`src/rtl/recovery_pkg.sv`:
```
// rtl/recovery_pkg.sv - shared types and constants for the recovery fetch path
// Contents: word_t, fetch_tgt_e, ROM window defaults, window-decode helper.
package recovery_pkg;

  typedef logic [31:0] word_t;

  typedef enum logic {TGT_MEM, TGT_ROM} fetch_tgt_e;

  localparam word_t       ROM_BASE_DEFAULT = 32'h1A11_0800;
  localparam int unsigned ROM_SIZE_DEFAULT = 32;

  // Window test done as an offset compare so a window touching the top of
  // the address space cannot wrap into a false hit.
  function automatic logic in_window(input word_t addr, input word_t base, input word_t bytes);
    word_t off;
    off = addr - base;
    return (addr >= base) && (off < bytes);
  endfunction

endpackage

```
`src/rtl/fetch_outstanding_ctr.sv`:
```
// rtl/fetch_outstanding_ctr.sv - checked up/down counter of in-flight fetches
// Ports: clk_i, rst_i (async, active-high); inc/dec step requests;
//        count (3 bits), full (count == MAX), empty (count == 0),
//        err pulses on an overflow or underflow attempt (count then holds).
module fetch_outstanding_ctr #(
  parameter int unsigned MAX = 2
) (
  input  logic       clk_i,
  input  logic       rst_i,
  input  logic       inc,
  input  logic       dec,
  output logic [2:0] count,
  output logic       full,
  output logic       empty,
  output logic       err
);

  localparam logic [2:0] MAX_C = 3'(MAX);

  logic [2:0] count_q;
  logic       overflow;
  logic       underflow;

  // Simultaneous inc and dec cancel, so only a lone step can go out of range.
  assign overflow  = inc && !dec && (count_q == MAX_C);
  assign underflow = dec && !inc && (count_q == 3'd0);

  always_ff @(posedge clk_i or posedge rst_i) begin
    if (rst_i) begin
      count_q <= '0;
    end else if (inc && !dec && !overflow) begin
      count_q <= count_q + 3'd1;
    end else if (dec && !inc && !underflow) begin
      count_q <= count_q - 3'd1;
    end
  end

  assign count = count_q;
  assign full  = (count_q == MAX_C);
  assign empty = (count_q == 3'd0);
  assign err   = overflow || underflow;

endmodule

```
`src/rtl/recovery_fetch_router.sv`:
```
// rtl/recovery_fetch_router.sv - routes core fetches to main memory or recovery ROM
// Ports: clk_i, rst_i (async, active-high)
//        core:  instr_req_i, instr_addr_i -> instr_gnt_o, instr_rvalid_o, instr_rdata_o
//        mem:   mem_req_o, mem_addr_o, mem_gnt_i, mem_rvalid_i, mem_rdata_i
//        rom:   rom_req_o, rom_addr_o (offset into window), rom_rdata_i (1-cycle latency)
//        err_o: sticky protocol-error flag
module recovery_fetch_router
  import recovery_pkg::*;
#(
  parameter word_t       ROM_BASE        = ROM_BASE_DEFAULT,
  parameter int unsigned ROM_SIZE        = ROM_SIZE_DEFAULT,
  parameter int unsigned MAX_OUTSTANDING = 2
) (
  input  logic        clk_i,
  input  logic        rst_i,
  input  logic        instr_req_i,
  input  logic [31:0] instr_addr_i,
  output logic        instr_gnt_o,
  output logic        instr_rvalid_o,
  output logic [31:0] instr_rdata_o,
  output logic        mem_req_o,
  output logic [31:0] mem_addr_o,
  input  logic        mem_gnt_i,
  input  logic        mem_rvalid_i,
  input  logic [31:0] mem_rdata_i,
  output logic        rom_req_o,
  output logic [31:0] rom_addr_o,
  input  logic [31:0] rom_rdata_i,
  output logic        err_o
);

  localparam word_t ROM_BYTES = word_t'(ROM_SIZE) << 2;

  fetch_tgt_e req_tgt;
  fetch_tgt_e last_tgt_q;
  logic       rom_pending_q;
  logic       err_q;
  word_t      rdata_q;

  logic [2:0] cnt;
  logic       cnt_full;
  logic       cnt_empty;
  logic       cnt_err;
  logic       cnt_unused;

  logic       stall;
  logic       mem_resp;
  logic       spurious;

  assign req_tgt = in_window(instr_addr_i, ROM_BASE, ROM_BYTES) ? TGT_ROM : TGT_MEM;

  // A target switch waits for the pipe to drain; that alone keeps the two
  // sources' responses in request order.
  assign stall = cnt_full || (!cnt_empty && (req_tgt != last_tgt_q));

  // Request side is gated by rst_i so the handshake is quiet during reset
  // even if the core and memory keep driving.
  always_comb begin
    mem_req_o   = 1'b0;
    rom_req_o   = 1'b0;
    instr_gnt_o = 1'b0;
    if (!rst_i && instr_req_i && !stall) begin
      if (req_tgt == TGT_ROM) begin
        rom_req_o   = 1'b1;
        instr_gnt_o = 1'b1;
      end else begin
        mem_req_o   = 1'b1;
        instr_gnt_o = mem_gnt_i;
      end
    end
  end

  assign mem_addr_o = instr_addr_i;
  assign rom_addr_o = instr_addr_i - ROM_BASE;

  // A memory beat is only legitimate while a MEM fetch is in flight.
  assign mem_resp = mem_rvalid_i && (last_tgt_q == TGT_MEM) && !cnt_empty;
  assign spurious = mem_rvalid_i && !mem_resp;

  assign instr_rvalid_o = rom_pending_q || mem_resp;

  always_comb begin
    instr_rdata_o = rdata_q;
    if (rom_pending_q) begin
      instr_rdata_o = rom_rdata_i;
    end else if (mem_resp) begin
      instr_rdata_o = mem_rdata_i;
    end
  end

  always_ff @(posedge clk_i or posedge rst_i) begin
    if (rst_i) begin
      last_tgt_q    <= TGT_MEM;
      rom_pending_q <= 1'b0;
      rdata_q       <= '0;
      err_q         <= 1'b0;
    end else begin
      rom_pending_q <= rom_req_o;
      if (instr_gnt_o) begin
        last_tgt_q <= req_tgt;
      end
      if (instr_rvalid_o) begin
        rdata_q <= instr_rdata_o;
      end
      if (spurious || cnt_err) begin
        err_q <= 1'b1;
      end
    end
  end

  assign err_o = err_q;

  fetch_outstanding_ctr #(
    .MAX (MAX_OUTSTANDING)
  ) u_ctr (
    .clk_i (clk_i),
    .rst_i (rst_i),
    .inc   (instr_gnt_o),
    .dec   (instr_rvalid_o),
    .count (cnt),
    .full  (cnt_full),
    .empty (cnt_empty),
    .err   (cnt_err)
  );

  // Raw count is only observed through full/empty here.
  assign cnt_unused = ^cnt;

endmodule

```
`config.mk`:
```
export PLATFORM = sky130hd
export DESIGN_NAME = recovery_fetch_router
export DESIGN_NICKNAME = d
export VERILOG_FILES = /design/src/rtl/recovery_pkg.sv /design/src/rtl/fetch_outstanding_ctr.sv /design/src/rtl/recovery_fetch_router.sv
export SDC_FILE = /design/constraint.sdc
export NUM_CORES = 1
export LEC_CHECK = 0
export CAP_MARGIN = 20
export CORE_UTILIZATION = 30
export CTS_CLUSTER_SIZE = 16
export DETAILED_ROUTE_END_ITERATION = 7
export DONT_BUFFER_PORTS = 1
export MAX_ROUTING_LAYER = met4
export PLACE_DENSITY = 0.4
export RECOVER_POWER = 100
export REMOVE_ABC_BUFFERS = 1
export SYNTH_ARGS = -nofsm -noshare
export SYNTH_HDL_FRONTEND = slang
export SYNTH_HIERARCHICAL = 1
export SYNTH_SLANG_ARGS = --single-unit
```
`constraint.sdc`:
```
create_clock -name clk_i -period 4.15 [get_ports clk_i]
set_input_delay 0.6225 -clock clk_i [delete_from_list [all_inputs] [get_ports clk_i]]
set_output_delay 0.6225 -clock clk_i [all_outputs]
set_load 0.02 [all_outputs]
```
* Word level (Yosys, flattened, before mapping) *
Index checks and enable logic that the tools add are counted.

storage, ports and cells
  latch bits = 0
  ROM bits = 0
  memories = 0
  word-level logic and storage cells = 51
  memory bits (writable) = 0
  input port bits = 101
  register bits after elaboration = 38

cells by class
  $add $sub $neg = 3
  $mul = 0
  mux-type cells = 11
  reductions and logical operators = 27
  bitwise logic cells = 1
  shift-type cells = 0
  order comparisons = 2
  equality and inequality tests = 2
  div/mod/pow operators = 0

operators with widths
  kind                      number
  $mux W32                  2
  $ge A32 B29 Y1 const B    1
  $lt A32 B8 Y1 const B     1
  $sub A32 B29 Y32 const B  1
  $logic_and A1 B1 Y1       13
  $logic_not A1 Y1          8
  $mux W1                   7
  $mux W3                   2
  $logic_or A1 B1 Y1        4
  $add A3 B1 Y3 const B     1
  $eq A3 B2 Y1 const B      1
  $logic_not A3 Y1          1
  $sub A3 B1 Y3 const B     1
  $reduce_bool A2 Y1        1
  $ne A1 B1 Y1              1
  $not A1 Y1                1

* Longest topological paths before layout *
  depth after elaboration = 17
  depth in mapped cells = 17
  mapped depth without buffers = 16

* By module *
The synthesis kept the hierarchy.

by module, submodules not included
  module                 cells each  instances  area each (um^2)
  recovery_fetch_router  355         1          2,741.4
  fetch_outstanding_ctr  32          1          299.0

* Worst setup path before layout *
OpenSTA, ideal clock, no wires.

  path type = input port to flip-flop
  from = input port instr_addr_i[11]
  to = register u_ctr.count_q[2], in the netlist u_ctr/count[2]
  data arrival time = 4.517 ns
  path slack = -0.492 ns
  stages = 17
  setup time = 0.126 ns
  path through = inv_1 -> ha_1 -> or4b_1 -> a211oi_1 -> xor2_1 -> nor4_1 -> nand4_1 -> nor4_2 -> xor2_1 -> a221oi_2 -> buf_6 -> and2b_4 -> nand2b_1 -> fa_1 -> nor3b_2 -> a21oi_2 -> mux2i_1

between the ends
  word-level cells in the longest chain between the ends = 16

RTL lines
  what                                 RTL line                                                  RTL
  start, declared                      recovery_fetch_router.sv:17                               input logic [31:0] instr_addr_i,
  $sub A32 B29 Y32 *                   -
  net rom_addr_o[19]                   recovery_fetch_router.sv:27                               output logic [31:0] rom_addr_o,
  $lt A32 B8 Y1 *                      recovery_pkg.sv:17                                        return (addr >= base) && (off < bytes);
  $logic_and A1 B1 Y1 *                recovery_pkg.sv:17
  $mux W1 *                            recovery_fetch_router.sv:50                               assign req_tgt = in_window(instr_addr_i, ROM_BASE, ROM_BYTES) ? TGT_ROM : TGT_MEM;
  $ne A1 B1 Y1                         recovery_fetch_router.sv:54                               assign stall = cnt_full || (!cnt_empty && (req_tgt != last_tgt_q));
  $logic_and A1 B1 Y1                  recovery_fetch_router.sv:54
  $logic_or A1 B1 Y1                   recovery_fetch_router.sv:54
  [2 not listed]                       -
  $mux W1 *                            recovery_fetch_router.sv:62                               if (!rst_i && instr_req_i && !stall) begin
  net instr_gnt_o                      recovery_fetch_router.sv:18                               output logic instr_gnt_o,
  $logic_not A1 Y1                     fetch_outstanding_ctr.sv:26, fetch_outstanding_ctr.sv:33
  $logic_and A1 B1 Y1                  fetch_outstanding_ctr.sv:26, fetch_outstanding_ctr.sv:33
  $logic_and A1 B1 Y1                  fetch_outstanding_ctr.sv:26                               assign underflow = dec && !inc && (count_q == 3'd0);
  $logic_not A1 Y1                     fetch_outstanding_ctr.sv:33                               end else if (dec && !inc && !underflow) begin
  $logic_and A1 B1 Y1                  fetch_outstanding_ctr.sv:33
  $reduce_bool A2 Y1 (no source line)  -
  end signal, assigned                 fetch_outstanding_ctr.sv:32                               count_q <= count_q + 3'd1;
  end signal, assigned                 fetch_outstanding_ctr.sv:34                               count_q <= count_q - 3'd1;
  end, declared                        fetch_outstanding_ctr.sv:20                               logic [2:0] count_q;

Mark *: on every way through the listed nets, which the timed path passes. The rest lies on a longest branch.
A chain may end at the register's enable or synchronous reset.

* Worst setup path after layout *
  from = register u_ctr.count_q[1], in the netlist u_ctr/count[1]
  to = output port instr_rdata_o[3]

between the ends
  word-level cells in the longest chain between the ends = 5

RTL lines
  what                 RTL line                     RTL
  $logic_not A3 Y1     fetch_outstanding_ctr.sv:40  assign empty = (count_q == 3'd0);
  net cnt_empty        recovery_fetch_router.sv:42  logic cnt_empty;
  $logic_not A1 Y1     recovery_fetch_router.sv:77  assign mem_resp = mem_rvalid_i && (last_tgt_q == TGT_MEM) && !cnt_empty;
  $logic_and A1 B1 Y1  recovery_fetch_router.sv:77
  $mux W32             recovery_fetch_router.sv:86  end else if (mem_resp) begin
  $mux W32             recovery_fetch_router.sv:84  if (rom_pending_q) begin
  end, declared        recovery_fetch_router.sv:20  output logic [31:0] instr_rdata_o,

The timed path passes the listed nets, and every way through them passes these cells.

==> flow_metrics.tcl <==
set metrics [dict create \
    yosysMostFrequentCell "nand2_1" \
    die_width_um 102.7 \
    p_sw_mw 0.6516 \
    synthFlopType "dfrtp_1" \
    track_usage_pct 15.93 \
    ys_async_sr_fraction_pct 100.0 \
    syn_to_final_growth_pct 0.08236 \
    grt_pass1_vias 2299 \
    start_util_pct 30.96 \
    final_area_um2 3043 \
    synth-edff-count 0 \
    min_path_type "input pin to asynchronous set/reset pin" \
    powerDensity_nw_per_um2 520.0 \
    ctsHoldBuffers 0 \
    drc_errors 0 \
    num_vias 2521 \
    crit_path_end_kind "output pin" \
    place_congestion 0.8432 \
    cellLeakagePower_nw 1.404 \
    max-slew-margin-rel_pct -29.22 \
    ant_nets 0 \
    cts.clk_slew.worst_paths_ns 0.08 \
    final_core_util_pct 30.99 \
    firstDrtPassIters 4 \
    grt_setup_unrepaired "no" \
    path_class "flop to output pin" \
    ys_warn_count 6 \
    syn_area_per_cell_um2 7.856 \
    ctsResizeCount 0 \
    synth_area_um2 3040 \
    std_cell_rows 36 \
    fmax_mhz 260.1 \
    cp-startpoint "u_ctr/count[1]" \
    synth_cells 387 \
    pwr-share-seq_pct 34.7 \
    yosysTopAreaCellShare_pct 31.28 \
    timing.rr.start "u_ctr/count[1]" \
    timing.final.crit_period_ns 3.845 \
    postCtsSetupBuffers 0 \
    ys_seq_area_share_pct 31.28 \
    violations "capacitance limit, slew limit" \
    io_buffers 0 \
    tns_ns 0 \
    setup_viol 0 \
    die_y_um 102.7 \
    yosys.cell_types.count 56 \
    design.core.area_um2 9819 \
    p_sw_share_pct 41.18 \
    pin_count 202 \
    cp.arrival_ns 3.22 \
    grt_max_degree 36 \
    worst_slew_pin_slew_ns 1.938 \
    drt_iter0_drc 93 \
    h-tree-depth 2 \
    cts_tree "yes" \
    hpwl_um 6668 \
    drive_gt1_share_pct 10.20 \
    status "finished with violations" \
    min_period_over_period_pct 92.66 \
    clkPwrFrac_pct 23.9 \
    clock_path_buffers 2 \
    grt_first_pass_wirelength_um 12340 \
    internal_power_mw 0.9307 \
    finClkSkew_ns 0.01032 \
    synth_commonest_cells "nand2_1 (112), buf_4 (44), dfrtp_1 (38)" \
    cts.sinks 38 \
    numCtsBuffers 5 \
    hold_viol 0 \
    cp-start-kind "flop" \
    vias_per_cell 5.187 \
    vdd_ir_drop_max_v 0.0001721 \
    finalWirelength_um 8544 \
    nNetsFinal 456 \
    overflow 0 \
    die_area_um2 10540 \
    n_antenna_cell 0 \
    insertion_delay_ns 0.29 \
    critPathRequiredTime_ns 3.53 \
    antenna_found_initial 0 \
    root_buffer "clkbuf_8" \
    yosys-top-cells-area "dfrtp_1 (31%), nand2_1 (14%), buf_4 (11%)" \
    synth_top_cell_by_area "dfrtp_1" \
    critPathMaxFanout 32 \
    wl_per_cell_um 17.58 \
    ys_seq_elements 38 \
    pwr-share-comb_pct 41.4 \
    max-cap-violations 2 \
    slew_viol_final 69 \
    postPlaceCellArea_um2 2944 \
]
==> routing by layer <==
layer  wire length [um]  share of wire (%)  track usage (%)  vias up
met2               4332                 51            27.08      115
li1                   -                  -                -     1220
met4                 99                1.2            3.736        0
met5                  0                  0                -        -
met3                604                7.1            4.610       10
met1               3507                 41            18.47     1176
==> final timing paths <==
kind                               endpoint  slack, ns  cells after the start
setup / recovery           instr_rdata_o[3]       0.30                      6
hold / removal               u_ctr/count[2]       0.09                      1
setup reg to reg                rdata_q[30]       1.28                      6
hold reg to reg                  rdata_q[9]       0.51                      2
max in group asynchronous        rdata_q[8]       2.12                      2
min in group clk_i              rdata_q[11]       0.46                      2
==> area by class of cell <==
cell class	count	area (um^2)
fill	1117	6777
multi-input combinational	272	1619
sequential	38	950.9
tap	133	166.4
timing repair buffer	19	108.9
clock buffer	5	68.82
clock inverter	3	68.82
inverter	16	60.06
==> sequential cells by signal, summed over array words and instances, names as in the netlist <==
register,flops
rom_pending_q,1
last_tgt_q,1
u_ctr/count,3
err_o,1
rdata_q,32
==> worst max-delay path, stage by stage (launching register included) <==
cell and delay [ns]:
dfrtp_1 0.51, nor3_1 0.34, nor2_1 0.14, a21oi_2 0.17
clkbuf_1 1.20, a22oi_1 0.29, nand2_1 0.28
==> per-stage QoR <==
stage	hold slack, ns	std cells	total power [mW]	setup slack, ns
floorplan	0.3761	326	1.091	-0.6686
global placement	0.3938	478	1.226	0.1052
detailed placement	0.3924	478	1.226	-0.005914
CTS	0.06960	486	1.616	0.2866
global route	0.06895	486	1.704	0.01299
finish	0.08594	486	1.582	0.3048
==> cell usage in the layout (no fill, tap or decap), types with 2 or more instances in the layout <==
cell type,count
nand2_1,112
dfrtp_1,38
a22oi_1,33
nor2_1,17
inv_1,16
xor2_1,11
nor3_1,9
o21ai_0,9
clkbuf_1,9
buf_4,8
nor4_1,7
a21oi_1,6
xnor2_1,5
clkbuf_8,5
a211oi_1,4
nand4_1,4
o31ai_1,3
o21a_1,3
nand2b_1,3
a21oi_2,2
o211ai_1,2
or2_2,2
and2_1,2
a2bb2oi_1,2
nor3b_1,2
ha_1,2
bufinv_16,2
clkbuf_4,2
o21ai_1,2
mux2i_1,2
==> power groups by stage <==
| stage | Sequential [mW] | Combinational (mW) | Clock [mW] |
|---|---|---|---|
| global placement | 0.559 | 0.667 | 0 |
| detailed placement | 0.559 | 0.667 | 0 |
| finish | 0.550 | 0.654 | 0.378 |
| floorplan | 0.539 | 0.552 | 0 |
| CTS | 0.552 | 0.669 | 0.395 |
| global route | 0.565 | 0.726 | 0.413 |
==> logic make-up (layout without fill, tap and decap cells) <==
kind of cell	after synthesis	after routing	synth area share, %
AND/OR/NAND/NOR	173	173	26.58
AO/OA/AOI/OAI	77	77	19.34
buffers and inverters	77	43	15.51
flip-flops	38	38	31.28
XOR/XNOR	17	17	5.144
adder cells (fa/ha/maj)	3	3	1.481
multiplexers	2	2	0.6585
No activity file was read; power rests on OpenSTA's default activity.
